**config.mk**
```make
export PLATFORM = sky130hd
export DESIGN_NAME = beat_bcd_counter_flat
export DESIGN_NICKNAME = d
export VERILOG_FILES = /design/src/rtl/beat_bcd_if.sv /design/src/rtl/beat_bcd_counter.sv /design/src/flat_wrapper.sv
export SDC_FILE = /design/constraint.sdc
export NUM_CORES = 1
export LEC_CHECK = 0
export ABC_AREA = 0
export BUFFER_PORTS_ARGS = -buffer_cell sky130_fd_sc_hd__buf_4
export CAP_MARGIN = 25
export CORE_AREA = 4 4 126 128
export CTS_CLUSTER_SIZE = 30
export DETAILED_ROUTE_END_ITERATION = 16
export DIE_AREA = 0 0 130 132
export PLACE_DENSITY = 0.45
export SYNTH_ARGS = -nofsm -noshare
export SYNTH_HDL_FRONTEND = slang
export SYNTH_SLANG_ARGS = --single-unit
export TNS_END_PERCENT = 10
```
**constraint.sdc**
```tcl
create_clock -name clk -period 8.11 [get_ports clk]
set_input_delay 0.811 -clock clk [delete_from_list [all_inputs] [get_ports clk]]
set_output_delay 0.811 -clock clk [all_outputs]
set_load 0.05 [all_outputs]
```
**src/rtl/beat_bcd_if.sv**
```systemverilog
`default_nettype none
// ============================================================================
// Module   : beat_bcd_if
// Purpose  : Bundles the raw heartbeat input with the BCD result, strobe and
//            status flags of the beat counter. The master side is the counter
//            itself; the slave side is the sensor/display environment.
// Revision : 1.0 - initial release
// ============================================================================
interface beat_bcd_if;
    logic       beat_in;      // raw asynchronous sensor pulse
    logic [7:0] value;        // packed BCD: tens [7:4], units [3:0]
    logic       value_valid;  // one-cycle strobe when value updates
    logic       busy;         // conversion in progress
    logic       ovf;          // last window count exceeded 99

    modport master (
        input  beat_in,
        output value,
        output value_valid,
        output busy,
        output ovf
    );

    modport slave (
        output beat_in,
        input  value,
        input  value_valid,
        input  busy,
        input  ovf
    );
endinterface
`default_nettype wire

```
**src/rtl/beat_bcd_counter.sv**
```systemverilog
`default_nettype none
// ============================================================================
// Module   : beat_bcd_counter
// Purpose  : Counts debounced heartbeat edges over a fixed window of clk
//            cycles and presents the count as two-digit packed BCD (clamped
//            to 99 with an overflow flag). Binary-to-BCD conversion is a
//            sequential double-dabble, one shift per cycle.
// Revision : 1.0 - initial release
// ============================================================================
module beat_bcd_counter #(
    parameter int GATE_CYCLES    = 50_000_000,  // window length, >= 16
    parameter int HOLDOFF_CYCLES = 2_500_000    // dead time after a beat, >= 1
) (
    input  wire logic       clk,
    input  wire logic       rst_n,
    beat_bcd_if.master      bus
);

    localparam int             c_win_w   = (GATE_CYCLES > 1) ? $clog2(GATE_CYCLES) : 1;
    localparam int             c_hold_w  = $clog2(HOLDOFF_CYCLES + 1);
    localparam logic [c_win_w-1:0]  c_win_last = c_win_w'(GATE_CYCLES - 1);
    localparam logic [c_hold_w-1:0] c_hold_ld  = c_hold_w'(HOLDOFF_CYCLES);
    localparam logic [7:0]     c_bcd_max = 8'd99;
    localparam logic [7:0]     c_cnt_sat = 8'hFF;

    typedef enum logic [1:0] {
        S_IDLE  = 2'd0,
        S_SHIFT = 2'd1,
        S_DONE  = 2'd2
    } state_t;

    // ------------------------------------------------------------------
    // Registers
    // ------------------------------------------------------------------
    logic                 r_sync1;
    logic                 r_sync2;
    logic                 r_sync2_q;
    logic [c_hold_w-1:0]  r_holdoff;
    logic [c_win_w-1:0]   r_win_cnt;
    logic [7:0]           r_beat_cnt;

    state_t               r_state;
    logic [15:0]          r_shift;      // {bcd[7:0], bin[7:0]}
    logic [2:0]           r_shift_cnt;
    logic                 r_ovf_pend;

    logic [7:0]           r_value;
    logic                 r_value_valid;
    logic                 r_busy;
    logic                 r_ovf;

    // ------------------------------------------------------------------
    // Combinational helpers
    // ------------------------------------------------------------------
    logic                 w_rise;
    logic                 w_accept;
    logic                 w_win_end;
    logic [7:0]           w_cnt_inc;
    logic [7:0]           w_snap;
    logic                 w_over;
    logic [7:0]           w_clamped;
    logic [3:0]           w_tens_adj;
    logic [3:0]           w_units_adj;
    logic [15:0]          w_shift_next;

    assign w_rise    = r_sync2 & ~r_sync2_q;
    assign w_accept  = w_rise && (r_holdoff == '0);
    assign w_win_end = (r_win_cnt == c_win_last);

    // Saturating increment: the counter sticks at 255 instead of wrapping.
    assign w_cnt_inc = (r_beat_cnt == c_cnt_sat) ? c_cnt_sat : (r_beat_cnt + 8'd1);

    // A beat accepted on the window-end cycle belongs to the closing window.
    assign w_snap    = w_accept ? w_cnt_inc : r_beat_cnt;
    assign w_over    = (w_snap > c_bcd_max);
    assign w_clamped = w_over ? c_bcd_max : w_snap;

    // Double-dabble step: add 3 to any BCD digit >= 5, then shift left.
    // Input never exceeds 99, so two BCD digits never carry out.
    assign w_tens_adj   = (r_shift[15:12] >= 4'd5) ? (r_shift[15:12] + 4'd3) : r_shift[15:12];
    assign w_units_adj  = (r_shift[11:8]  >= 4'd5) ? (r_shift[11:8]  + 4'd3) : r_shift[11:8];
    assign w_shift_next = {w_tens_adj, w_units_adj, r_shift[7:0]} << 1;

    // Two-flop synchroniser for the asynchronous beat input plus edge history.
    always_ff @(posedge clk or negedge rst_n) begin
        if (!rst_n) begin
            r_sync1   <= 1'b0;
            r_sync2   <= 1'b0;
            r_sync2_q <= 1'b0;
        end else begin
            r_sync1   <= bus.beat_in;
            r_sync2   <= r_sync1;
            r_sync2_q <= r_sync2;
        end
    end

    // Holdoff timer: reload on an accepted beat, then count down to zero.
    always_ff @(posedge clk or negedge rst_n) begin
        if (!rst_n) begin
            r_holdoff <= '0;
        end else if (w_accept) begin
            r_holdoff <= c_hold_ld;
        end else if (r_holdoff != '0) begin
            r_holdoff <= r_holdoff - 1'b1;
        end
    end

    // Window counter: free-running 0..GATE_CYCLES-1, wraps at window end.
    always_ff @(posedge clk or negedge rst_n) begin
        if (!rst_n) begin
            r_win_cnt <= '0;
        end else if (w_win_end) begin
            r_win_cnt <= '0;
        end else begin
            r_win_cnt <= r_win_cnt + 1'b1;
        end
    end

    // Beat counter: saturating, cleared at window end after being snapshotted.
    always_ff @(posedge clk or negedge rst_n) begin
        if (!rst_n) begin
            r_beat_cnt <= 8'h00;
        end else if (w_win_end) begin
            r_beat_cnt <= 8'h00;
        end else if (w_accept) begin
            r_beat_cnt <= w_cnt_inc;
        end
    end

    // Conversion FSM: capture at window end, 8 dabble shifts, then publish.
    always_ff @(posedge clk or negedge rst_n) begin
        if (!rst_n) begin
            r_state       <= S_IDLE;
            r_shift       <= 16'h0000;
            r_shift_cnt   <= 3'd0;
            r_ovf_pend    <= 1'b0;
            r_value       <= 8'h00;
            r_value_valid <= 1'b0;
            r_busy        <= 1'b0;
            r_ovf         <= 1'b0;
        end else begin
            r_value_valid <= 1'b0;
            case (r_state)
                S_IDLE: begin
                    if (w_win_end) begin
                        r_shift     <= {8'h00, w_clamped};
                        r_ovf_pend  <= w_over;
                        r_shift_cnt <= 3'd0;
                        r_busy      <= 1'b1;
                        r_state     <= S_SHIFT;
                    end
                end
                S_SHIFT: begin
                    r_shift     <= w_shift_next;
                    r_shift_cnt <= r_shift_cnt + 3'd1;
                    if (r_shift_cnt == 3'd7) begin
                        r_state <= S_DONE;
                    end
                end
                S_DONE: begin
                    r_value       <= r_shift[15:8];
                    r_ovf         <= r_ovf_pend;
                    r_value_valid <= 1'b1;
                    r_busy        <= 1'b0;
                    r_state       <= S_IDLE;
                end
                default: begin
                    r_busy  <= 1'b0;
                    r_state <= S_IDLE;
                end
            endcase
        end
    end

    assign bus.value       = r_value;
    assign bus.value_valid = r_value_valid;
    assign bus.busy        = r_busy;
    assign bus.ovf         = r_ovf;

endmodule
`default_nettype wire

```
**src/flat_wrapper.sv**
```systemverilog
// flat-port wrapper written by rule: the top's interface ports become plain ports
module beat_bcd_counter_flat 
#(
    parameter int GATE_CYCLES    = 50_000_000,                         
    parameter int HOLDOFF_CYCLES = 2_500_000                                   
)
  (clk, rst_n, bus_beat_in, bus_value, bus_value_valid, bus_busy, bus_ovf);
  beat_bcd_if bus_i ();
  input  wire logic clk;
  input  wire logic rst_n;
  input wire logic [$bits(bus_i.beat_in)-1:0] bus_beat_in;
  output wire logic [$bits(bus_i.value)-1:0] bus_value;
  output wire logic [$bits(bus_i.value_valid)-1:0] bus_value_valid;
  output wire logic [$bits(bus_i.busy)-1:0] bus_busy;
  output wire logic [$bits(bus_i.ovf)-1:0] bus_ovf;
  assign bus_i.beat_in = bus_beat_in;
  assign bus_value = bus_i.value;
  assign bus_value_valid = bus_i.value_valid;
  assign bus_busy = bus_i.busy;
  assign bus_ovf = bus_i.ovf;
  beat_bcd_counter #(.GATE_CYCLES(GATE_CYCLES), .HOLDOFF_CYCLES(HOLDOFF_CYCLES)) u_core (.clk(clk), .rst_n(rst_n), .bus(bus_i));
endmodule
```
==> results_dict.tcl, run 1 <==
set metrics [dict create \
    status "finished clean" \
    critPathLaunchType "flop" \
    initial_core_util 0.295 \
    grt_pass1_vias 3042 \
    wl_per_cell_um 13.9 \
    hold_viol 0 \
    drt_wl_total_mm 8.76 \
    portBuffers 13 \
    path_clk_slew_ns 0.07 \
    synth_area_leader_cell "dfrtp_1" \
    finalCritPeriodShare 0.375 \
    worstSetupStartpoint "u_core.r_holdoff[4]" \
    crit_family "simple AND/OR/NAND/NOR gates" \
    regToRegEndpoint "u_core.r_shift[3]" \
    r2r_slack_ns 5.07 \
    layout-drive-gt1-share 0.104 \
    row_count 45 \
    worstPathMaxFanout 7 \
    yosys_warnings 0 \
    insertion_delay_ns 0.34 \
    grt_pass1_wl_mm 15.3 \
    synth_cell_types 51 \
    drt_iter0_markers 157 \
    die-area_um2 17200 \
    crit_buf_inv 0 \
    synth_edf_count 0 \
    crit_cells 6 \
    clock-sinks 92 \
    cts_resized 0 \
    drc 0 \
    mappedNetlistNets 434 \
    fmax_mhz 329 \
    antenna_found_initial 0 \
    final_cell_mix "dfrtp_1, nor2_1, nand2_1" \
    skew_ns 0.00848 \
    drt-pass1-iter-count 4 \
    crit_type "flop to flop" \
    ant_nets 0 \
    grt_max_degree 70 \
    syn_to_final_growth_pct 14.5 \
    slew_headroom 0.418 \
    syn_inst 421 \
    cts_made_buffers 9 \
    tightest_slew_ns 0.873 \
    cts_root_buf "clkbuf_16" \
    die_x_um 130 \
    fin_crit_ns 3.04 \
    holdWs_ns 0.341 \
    synth.area.top_cells "dfrtp_1, nor2_1, xor2_1, xnor2_1, nand2_1" \
    clockBufferDepth 2 \
    grt_use_total 0.113 \
    cts_setup_buffers 0 \
    h-tree-depth 3 \
    vias 3066 \
    reg2reg_from "u_core.r_holdoff[4]" \
    vias_per_cell 4.87 \
    cts_tree "yes" \
    drv_slew 0 \
    cp.required_ns 8.38 \
    p_per_area_nw_per_um2 206 \
    critPathMaxStageDelay_ns 0.66 \
    arrival_ns 3.31 \
    gp_congestion 0.753 \
    maxCapViolations 0 \
    final_common_cell "dfrtp_1" \
    ctsHoldBuffers 0 \
    endpoint "u_core.r_shift[3]" \
    synth_flop_cell "dfrtp_1" \
    grt_overflow_total 0 \
    yosys.area.top_type_share 0.525 \
    end_kind "flop" \
    async_flop_share 1.00 \
    r2r_cells 6 \
    ioPinCount 14 \
    fin_tns_setup_ns 0 \
    slowest_stage "or4_1" \
    rsz0062_at_grt "no" \
    seq_area_frac_synth 0.525 \
    hp-class "flop to flop" \
    ys_ff_latch 92 \
    synth_area_um2 4390 \
    p_leak_uw 0.00218 \
    die_y_um 132 \
    ir_drop_mv 0.118 \
    dp_hpwl_mm 6.01 \
    worstPathCellList "or4_1 > or3_1 > nor4b_2 > mux2i_1 > o2111ai_1 > a21oi_1" \
    diodes 0 \
    setup_violations 0 \
    core_um2 14900 \
    syn_area_per_cell_um2 10.4 \
    nets 449 \
]
flip-flops by register name (all words and copies together), names as in the netlist, 2 cells and up:
register / count
u_core.r_shift: 16
u_core.r_win_cnt: 26
u_core.bus.value: 8
u_core.r_shift_cnt: 3
u_core.r_holdoff: 22
u_core.r_state: 2
u_core.r_beat_cnt: 8
routing by layer:
layer	share of wire	GRT usage	up-vias
met2	0.46	0.163	39
met1	0.49	0.160	1488
met5	0	0	-
met4	0.012	0.0456	0
met3	0.036	0.0296	10
li1	-	-	1529
per-stage QoR:
step / instance area (um^2) / power (uW) / utilization / setup WS (ns) / cells
3_5_place_dp: 4700 / 585 / 0.316 / 5.06 / 613
6_report: 5020 / 1030 / 0.338 / 5.07 / 629
3_3_place_gp: 4700 / 583 / 0.316 / 5.11 / 613
5_1_grt: 5020 / 1080 / 0.338 / 4.93 / 629
4_1_cts: 5020 / 1060 / 0.338 / 5.05 / 629
2_1_floorplan: 4390 / 562 / - / 5.40 / 421
cell families after synthesis:
kind of cell               after synthesis  share of synthesized area
and+or+nand+nor                        181                      0.214
DFF                                     92                      0.525
AOI/OAI and AO/OA                       60                     0.0941
xor gates and xnor gates                39                     0.0779
buffers and inverters                   22                     0.0194
muxes                                   17                     0.0411
adders and majority gates               10                     0.0285
cell usage after synthesis, types with 3 or more instances:
library cell   n
a21oi_1       12
a22o_1         4
a31oi_1        5
and2_1         3
and3_1         8
and4_1         3
clkbuf_1       9
dfrtp_1       92
ha_1          10
inv_1         11
mux2_2         6
mux2i_1        9
nand2_1       36
nand2b_1       7
nand3_1       18
nand4_1       12
nor2_1        48
nor2b_1        3
nor3_1        14
nor4_1         4
o21ai_0       17
o22ai_1        5
o31ai_1        3
or3_1          6
or4_1          5
xnor2_1       19
xor2_1        20
area by class of cell:
type	count	area [um^2]
Clock buffer	10	239
Clock inverter	6	86.3
Fill cell	1543	9840
Inverter	11	41.3
Multi-Input combinational cell	307	2000
Sequential cell	92	2300
Tap cell	188	235
Timing Repair Buffer	15	113
report_power, final:
group	leakage (uW)	internal [uW]	total [uW]	switching (uW)
sequential	0.00123	485	517	31.7
clock	0.000159	278	458	180
combinational	0.000795	25.2	58.7	33.5
total	0.00218	789	1030	245
how the worst min path moves through the flow:
stage	from	end	slack [ns]	depth (start not counted)
5_1_grt	u_core.r_sync1	u_core.r_sync2	0.35	0
6_report	u_core.r_sync1	u_core.r_sync2	0.34	0
4_1_cts	rst_n	u_core.r_holdoff[12]	0.35	1
3_3_place_gp	u_core.r_sync1	u_core.r_sync2	0.34	0
3_5_place_dp	u_core.r_sync1	u_core.r_sync2	0.34	0
2_1_floorplan	u_core.r_sync1	u_core.r_sync2	0.33	0
Power figures use the tool's default switching activity.
==> run 2, diff against run 1 <==
- PLACE_DENSITY: 0.45 -> 0.47
- clock period: 8.11 -> 2.6 ns (I/O delays scaled with it)
==> results_dict.tcl, run 2 (synthesis results as in run 1) <==
set metrics [dict create \
    rsz0062_at_grt "yes" \
    h-tree-depth 3 \
    setup_violations 0 \
    final_cell_mix "dfrtp_1, buf_4, nor2_1" \
    place_area_um2 5020 \
    clock-sinks 92 \
    end_kind "flop" \
    dr.max_layer_used "met4" \
    crit_cells 6 \
    r2r_cells 6 \
    cp.required_ns 2.85 \
    die_x_um 130 \
    reg2reg_from "u_core.r_holdoff[7]" \
    met1_length_mm 4.59 \
    grt_overflow_total 0 \
    syn_to_final_growth_pct 22.1 \
    cts_made_buffers 9 \
    cts_root_buf "clkbuf_16" \
    p_int_uw 2340 \
    top_regs "u_core.r_win_cnt x26, u_core.r_holdoff x22, u_core.r_shift x16" \
    tightest_slew_ns 0.628 \
    vias 3268 \
    hp-class "primary input to flop" \
    hold_viol 0 \
    r2r_slack_ns 0.07 \
    row_count 45 \
    clockPowerShare 0.394 \
    portBuffers 13 \
    wl_met3_um 231 \
    die-area_um2 17200 \
    worstPathMaxFanout 5 \
    top_register "u_core.r_win_cnt" \
    crit_type "flop to flop" \
    clockBufferDepth 2 \
    vias_per_cell 4.90 \
    diodes 0 \
    layout-drive-gt1-share 0.194 \
    drc 0 \
    die_y_um 132 \
    grt_pass1_vias 3322 \
    nets 488 \
    p_sw_uw 798 \
    switching_share 0.254 \
    grt_use_total 0.116 \
    wl_met2_mm 4.18 \
    finalCritPeriodShare 0.972 \
    power_frac_comb 0.105 \
    final_common_cell "dfrtp_1" \
    initial_core_util 0.295 \
    final_util 0.360 \
    drt_wl_total_mm 9.21 \
    grt_pass1_wl_mm 16.1 \
    worstPathCellList "or4_4 > or2_4 > nor4_4 > mux2i_1 > a311o_1 > a41oi_1" \
    fmax_mhz 396 \
    drv_slew 0 \
    insertion_delay_ns 0.34 \
    gp_congestion 0.818 \
    ioPinCount 14 \
    wl_per_cell_um 13.8 \
    drt-pass1-iter-count 4 \
    grt_max_degree 92 \
    holdWs_ns 0.0246 \
    crit_family "simple AND/OR/NAND/NOR gates" \
    maxCapViolations 0 \
    arrival_ns 2.77 \
    cts_tree "yes" \
    critPathMaxStageDelay_ns 0.57 \
    path_clk_slew_ns 0.06 \
    min_to "u_core.r_sync1" \
    largest_reg_flops 26 \
    power_frac_seq 0.501 \
    cts_setup_buffers 0 \
    drt_iter0_markers 190 \
    fin_crit_ns 2.53 \
    critPathLaunchType "flop" \
    ant_nets 0 \
    slew_headroom 0.582 \
    num-fill-cells 1514 \
    skew_ns 0.00760 \
    status "finished clean" \
    fin_area_um2 5360 \
    ir_drop_mv 0.338 \
    crit_buf_inv 0 \
    antenna_found_initial 0 \
    fin_ws_ns 0.0718 \
    p_per_area_nw_per_um2 587 \
    whs_path_depth 1 \
    dp_hpwl_mm 6.26 \
    core_um2 14900 \
    p_leak_uw 0.00241 \
    slowest_stage "or4_4" \
    place_ws_ns -0.0620 \
    regToRegEndpoint "u_core.r_shift[1]" \
    hold_start "bus_beat_in" \
]
[run 2: worst max-delay path by stage]
| stage | from | endpoint | slack, ns |
|---|---|---|---|
| floorplan | u_core.r_holdoff[5] | u_core.r_shift[4] | 0.009 |
| global placement | u_core.r_holdoff[7] | u_core.r_shift[2] | -0.03 |
| detailed placement | u_core.r_holdoff[7] | u_core.r_shift[2] | -0.06 |
| CTS | u_core.r_win_cnt[8] | u_core.r_shift[1] | 0.04 |
| global route | u_core.r_holdoff[0] | u_core.r_shift[1] | -0.03 |
| finish | u_core.r_holdoff[7] | u_core.r_shift[1] | 0.07 |
[run 2: stage by stage]
stage / cells / power [uW] / TNS (ns)
finish: 667 / 3140 / 0
global route: 667 / 3300 / -0.0788
CTS: 667 / 3200 / 0
detailed placement: 651 / 1920 / -0.189
global placement: 651 / 1910 / -0.0686
floorplan: 421 / 1760 / 0
[run 2: what timing repair did]
item                                    4_1_cts  5_1_grt
endpoints found under the setup margin        6        8
hold buffers                                  1        0
endpoints found under the hold margin         1        0
pin swaps                                     0        7
resized for setup                             4        5
[run 2: routing by layer]
metal  up-vias  GRT usage
li1       1611          -
met1      1597      0.159
met2        42      0.175
met3        18     0.0235
met4         0     0.0508
met5         -          0
[run 2: area by class of cell]
| type | count | area [um^2] | area share |
|---|---|---|---|
| flip-flops and latches | 92 | 2300 | 0.430 |
| multi-input cells | 307 | 2080 | 0.388 |
| repair buffers | 54 | 420 | 0.0785 |
| clock buffers | 10 | 239 | 0.0446 |
| well taps | 188 | 235 | 0.0439 |
| inverters | 11 | 41.3 | 0.00771 |
| clock inverters | 5 | 37.5 | 0.00701 |
[run 2: power by group through the flow]
stage / Combinational [uW] / Sequential (uW) / Clock (uW)
after CTS: 332 / 1570 / 1290
after global placement: 317 / 1600 / 0
after floorplan: 139 / 1620 / 0
final: 330 / 1580 / 1240
after detailed placement: 325 / 1600 / 0
after global routing: 369 / 1590 / 1340
